--- config.mk ---
export PLATFORM = sky130hd
export DESIGN_NAME = uart_rx_axis
export DESIGN_NICKNAME = d
export VERILOG_FILES = /design/src/rtl/uart_rx_axis.sv
export SDC_FILE = /design/constraint.sdc
export NUM_CORES = 1
export LEC_CHECK = 0
export ABC_AREA = 1
export ABC_CLOCK_PERIOD_IN_PS = 1400
export CORE_UTILIZATION = 48
export CTS_CLUSTER_DIAMETER = 80
export DETAILED_ROUTE_END_ITERATION = 12
export GPL_TIMING_DRIVEN = 1
export PLACE_DENSITY = 0.74
export SLEW_MARGIN = 25
export SYNTH_ARGS = -nofsm -noshare
export SYNTH_HDL_FRONTEND = slang
export SYNTH_SLANG_ARGS = --single-unit
export TNS_END_PERCENT = 20
--- constraint.sdc ---
create_clock -name clk -period 1.4 [get_ports clk]
set_clock_uncertainty 0.05 [all_clocks]
set_input_delay 0.21 -clock clk [delete_from_list [all_inputs] [get_ports clk]]
set_output_delay 0.21 -clock clk [all_outputs]
set_load 0.02 [all_outputs]
--- src/rtl/uart_rx_axis.sv ---
// uart_rx_axis: UART receiver driven by an external baud prescaler.
// The prescaler is enabled while a frame is in progress. Its mid-bit strobe
// (pre_half) samples the synchronized line. Completed bytes go into a
// single-entry AXI-Stream output slot. Framing, parity and overrun errors
// are reported as one-cycle pulses.
module uart_rx_axis #(
    parameter int DATA_BITS = 8,   // 5..8
    parameter int PARITY    = 0    // 0 none, 1 even, 2 odd
) (
    input  logic       clk,
    input  logic       rstn,
    input  logic       rxd,
    output logic       pre_en,
    input  logic       pre_stb,
    input  logic       pre_half,
    output logic [7:0] m_axis_tdata,
    output logic       m_axis_tvalid,
    input  logic       m_axis_tready,
    output logic       frame_err,
    output logic       parity_err,
    output logic       overrun
);

    typedef enum logic [2:0] {IDLE, START, DATA, PAR, STOP} state_t;

    state_t                 state_q, state_d;
    logic                   meta_q, sync_q, prev_q;
    logic [DATA_BITS-1:0]   sh_q, sh_d;
    logic [2:0]             bit_cnt_q, bit_cnt_d;
    logic                   perr_q, perr_d;
    logic                   fe_q, fe_d;
    logic                   pe_q, pe_d;
    logic                   ovr_q, ovr_d;
    logic                   tvalid_q, tvalid_d;
    logic [7:0]             tdata_q, tdata_d;
    logic                   done;
    logic                   fall;
    logic                   par_exp;

    // The end-of-bit strobe is not needed to receive data.
    logic unused_pre_stb;
    assign unused_pre_stb = pre_stb;

    // The line idles high, so the synchronizer and edge registers reset to 1.
    // This avoids a false start edge after reset.
    assign fall   = prev_q & ~sync_q;
    assign pre_en = (state_q != IDLE);

    // Two-flop synchronizer followed by the edge-detect register.
    always_ff @(posedge clk or negedge rstn) begin
        if (!rstn) begin
            meta_q <= 1'b1;
            sync_q <= 1'b1;
            prev_q <= 1'b1;
        end else begin
            meta_q <= rxd;
            sync_q <= meta_q;
            prev_q <= sync_q;
        end
    end

    // Frame FSM: sample on pre_half and classify the frame at the stop bit.
    always_comb begin
        state_d   = state_q;
        sh_d      = sh_q;
        bit_cnt_d = bit_cnt_q;
        perr_d    = perr_q;
        fe_d      = 1'b0;
        pe_d      = 1'b0;
        done      = 1'b0;
        par_exp   = (^sh_q) ^ (PARITY == 2);
        case (state_q)
            IDLE: begin
                if (fall) state_d = START;
            end
            START: begin
                if (pre_half) begin
                    if (!sync_q) begin
                        state_d   = DATA;
                        bit_cnt_d = 3'd0;
                        perr_d    = 1'b0;
                    end else begin
                        state_d = IDLE;   // glitch, not a real start bit
                    end
                end
            end
            DATA: begin
                if (pre_half) begin
                    sh_d      = {sync_q, sh_q[DATA_BITS-1:1]};
                    bit_cnt_d = bit_cnt_q + 3'd1;
                    if (bit_cnt_q == 3'(DATA_BITS - 1))
                        state_d = (PARITY != 0) ? PAR : STOP;
                end
            end
            PAR: begin
                if (pre_half) begin
                    if (sync_q != par_exp) perr_d = 1'b1;
                    state_d = STOP;
                end
            end
            STOP: begin
                if (pre_half) begin
                    state_d = IDLE;
                    if (!sync_q)     fe_d = 1'b1;   // framing wins over parity
                    else if (perr_q) pe_d = 1'b1;
                    else             done = 1'b1;
                end
            end
            default: state_d = IDLE;
        endcase
    end

    // Output slot: load on completion if empty or draining, otherwise overrun.
    always_comb begin
        tvalid_d = tvalid_q;
        tdata_d  = tdata_q;
        ovr_d    = 1'b0;
        if (done) begin
            if (!tvalid_q || m_axis_tready) begin
                tvalid_d                = 1'b1;
                tdata_d                 = '0;
                tdata_d[DATA_BITS-1:0]  = sh_q;
            end else begin
                ovr_d = 1'b1;
            end
        end else if (tvalid_q && m_axis_tready) begin
            tvalid_d = 1'b0;
        end
    end

    // State, datapath and output registers.
    always_ff @(posedge clk or negedge rstn) begin
        if (!rstn) begin
            state_q   <= IDLE;
            sh_q      <= '0;
            bit_cnt_q <= '0;
            perr_q    <= 1'b0;
            fe_q      <= 1'b0;
            pe_q      <= 1'b0;
            ovr_q     <= 1'b0;
            tvalid_q  <= 1'b0;
            tdata_q   <= '0;
        end else begin
            state_q   <= state_d;
            sh_q      <= sh_d;
            bit_cnt_q <= bit_cnt_d;
            perr_q    <= perr_d;
            fe_q      <= fe_d;
            pe_q      <= pe_d;
            ovr_q     <= ovr_d;
            tvalid_q  <= tvalid_d;
            tdata_q   <= tdata_d;
        end
    end

    assign m_axis_tdata  = tdata_q;
    assign m_axis_tvalid = tvalid_q;
    assign frame_err     = fe_q;
    assign parity_err    = pe_q;
    assign overrun       = ovr_q;

endmodule

==> key figures <==
Critical path
  – Cell breakdown of the critical path: inv_2 -> nor4_4 -> nand2_2 -> buf_12 -> nand2_1 -> o21ai_2
  – Critical path class: flop to flop
  – FF-to-FF path depth: 6
  – CP max stage delay: 0.55 ns
  – Crit. End Element: flop
  – CP max stage cell: dfstp_2
  – Critical Path Fanout Max: 16
  – Crit path arrival time: 1.55 ns
  – Critical register-to-register path startpoint: sync_q$_DFF_PN1_
  – Worst reg2reg setup slack: 0.01 ns
  – CP required: 1.57 ns
  – CP Launch Type: flop
  – Reg-to-reg endpoint: m_axis_tdata[7]$_DFFE_PN0P_

CTS
  – Clock Latency Late Sink: 0.34 ns
  – Root Driver: clkbuf_4
  – Count of clock tree sinks: 30
  – Clock Pin Slew Worst Setup and Hold Paths: 0.10 ns
  – TritonCTS clock tree: yes
  – Post-CTS Hold Buffers: 0
  – Largest buffer count on any clock path: 2
  – H-tree depth: 2
  – Cts bufs inserted: 5

Synthesis
  – Largest cells by area after synthesis: dfrtp_1 49%, nand2_1 15%, dfstp_2 5.7%, o21ai_0 5.4%, inv_1 5.2%
  – Post-synth EDFFs: 0
  – Synth Instances: 159
  – Avg Inst Size Synth: 8.69 sq um
  – Async S/R FF share, synth: 100%
  – Area leader, netlist: dfrtp_1
  – Seq cells post-synth: 30
  – Primary FF master, synth: dfrtp_1
  – Most instantiated cells after synthesis: 56 x nand2_1, 27 x dfrtp_1, 19 x inv_1
  – Unique masters post-synth: 23
  – Post-Syn Area: 1380 sq um
  – Top-count cell post-synth: nand2_1
  – Synthesized Nets: 167
  – Yosys Warn Count: 0
  – Post-synth top area share: 48.9%
  – Sequential area share after synthesis: 54.6%

Die
  – # rows: 19
  – Die ar.: 3100 sq um
  – Chip Height: 55.6 um
  – Core area: 2730 sq um
  – Io pins: 19
  – Initial core utilization: 50.5%
  – Die W: 55.6 um

Final layout
  – Net count, final: 203
  – Area delta synth->final: 27.5%
  – Fraction of layout cells with a size suffix above 1: 22.4%
  – Final instance area: 1760 sq um
  – N_diodes: 0
  – Final std cells w/o fill: 227
  – # fillers: 226

GRT
  – Antenna violations before repair: 0
  – Largest net degree at the start of global routing: 31
  – Total track usage: 19.6%
  – Number of global-route vias before repair: 1,135
  – Grt ovf: 0
  – First-pass GRT wire length: 4630 um

Pwr
  – Power Density: 1850 nW/um^2
  – VDD IR-drop max: 1.15 mV
  – Pleak: 0.000906 uW

Hold path
  – Hold crit path type: input port to async pin

STA
  – Setup-failing EPs final: 0
  – Final period util: 99.2%
  – RSZ-0062 raised after global routing: true
  – Pins Over Slew Limit: 0
  – Worst slew margin: 83.0%
  – Least-Margin Pin Slew: 0.253 ns
  – Minimum period implied by the final worst setup slack: 1.39 ns
  – F_max: 720 MHz
  – Hold Vio Cnt, Final: 0

Placement
  – RePlAce Congestion: 0.823
  – DP Cell Count: 218
  – DP Area: 1700 sq um
  – Detailed placement HPWL: 1820 um
  – IO Port Bufs: 17

Drt
  – Routed Antenna Nets: 0
  – Avg Vias per Cell: 4.89
  – DRT iter0 DRCs: 39
  – First-pass DRT Iterations: 4
  – DRC errors left: 0
  – Drt total wl: 2520 um
  – WL per Instance: 11.1 um
  – Via count: 1,111

Run status
  – Status: finished clean

Job
  – Maxcap violations: 0
stage by stage:
stage	hold WS [ns]	util [%]	setup TNS, ns	worst slack [ns]	power, uW
after floorplan	-0.136	-	0	0.00641	2190
after global placement	0.296	62.2	-1.93	-0.197	2750
after detailed placement	0.308	62.2	-2.34	-0.217	2810
after CTS	0.171	63.9	0	0.00498	3270
after global routing	0.193	64.4	-0.738	-0.0958	3520
final	0.173	64.4	0	0.0115	3250
cell families (layout without fill, tap and decap cells):
| kind of cell | after synthesis | after routing | share of synthesized area, % |
|---|---|---|---|
| buffers and inverters | 23 | 60 | 6.88 |
| DFF | 30 | 30 | 54.6 |
| AOI/OAI and AO/OA | 26 | 26 | 11.9 |
| adders and majority gates | 2 | 2 | 1.81 |
| and+or+nand+nor | 78 | 78 | 24.8 |
state kept, by name, summed over array words and instances, names as in the netlist, 3 cells and up:
signal / flops
m_axis_tdata: 8
sh_q: 8
bit_cnt_q: 3
state_q: 3
layout make-up:
class | instances | area (sq um) | area share, %
clock buffer | 7 | 55.1 | 3.12
clock inverter | 1 | 5.00 | 0.284
inverter | 20 | 75.1 | 4.26
multi-input combinational | 106 | 546 | 31.0
sequential | 30 | 754 | 42.8
tap | 31 | 38.8 | 2.20
timing repair buffer | 32 | 288 | 16.3
routing by layer:
metal / part of all wire (%) / global-route usage (%)
met1: 44 / 23.1
met2: 50 / 32.2
met3: 3.1 / 5.12
met4: 2.5 / 11.8
met5: 0 / 0
critical path, delay by kind of cell (launching register included):
kind | cells | cell delay (ns)
buffers and inverters | 2 | 0.21
AOI/OAI and AO/OA | 1 | 0.05
and+or+nand+nor | 3 | 0.41
DFF | 1 | 0.55
cells in the final DEF (no fill, tap or decap), drive strengths merged:
cell	instances
a21o	1
a21oi	1
buf	16
clkbuf	7
clkdlybuf4s50	4
clkinv	1
dfrtp	27
dfstp	3
dlygate4sd2	12
ha	2
inv	20
nand2	59
nand3	8
nand3b	1
nand4	1
nor2	6
nor3	1
nor4	2
o21ai	23
o22ai	1
how the worst max path moves through the flow:
stage | start | slack [ns] | to | cells after the start
floorplan | sync_q$_DFF_PN1_ | 0.006 | m_axis_tdata[6]$_DFFE_PN0P_ | 6
global placement | pre_half | -0.20 | m_axis_tdata[7]$_DFFE_PN0P_ | 7
detailed placement | pre_half | -0.22 | m_axis_tdata[4]$_DFFE_PN0P_ | 7
CTS | state_q[1]$_DFFE_PN0P_ | 0.005 | pre_en | 3
global route | state_q[0]$_DFFE_PN0P_ | -0.1 | m_axis_tdata[4]$_DFFE_PN0P_ | 7
finish | sync_q$_DFF_PN1_ | 0.01 | m_axis_tdata[7]$_DFFE_PN0P_ | 6
power breakdown:
part | leakage (uW) | switching, uW | internal, uW
registers | 0.000386 | 165 | 1110
clock network | 0.0000353 | 298 | 243
logic | 0.000484 | 841 | 595
repair_timing:
action	4_1_cts	5_1_grt
gates cloned	0	0
setup buffers	0	1
setup endpoints to repair	16	12
pin swaps	0	1
gates resized for setup	18	4
Power figures use the tool's default switching activity.
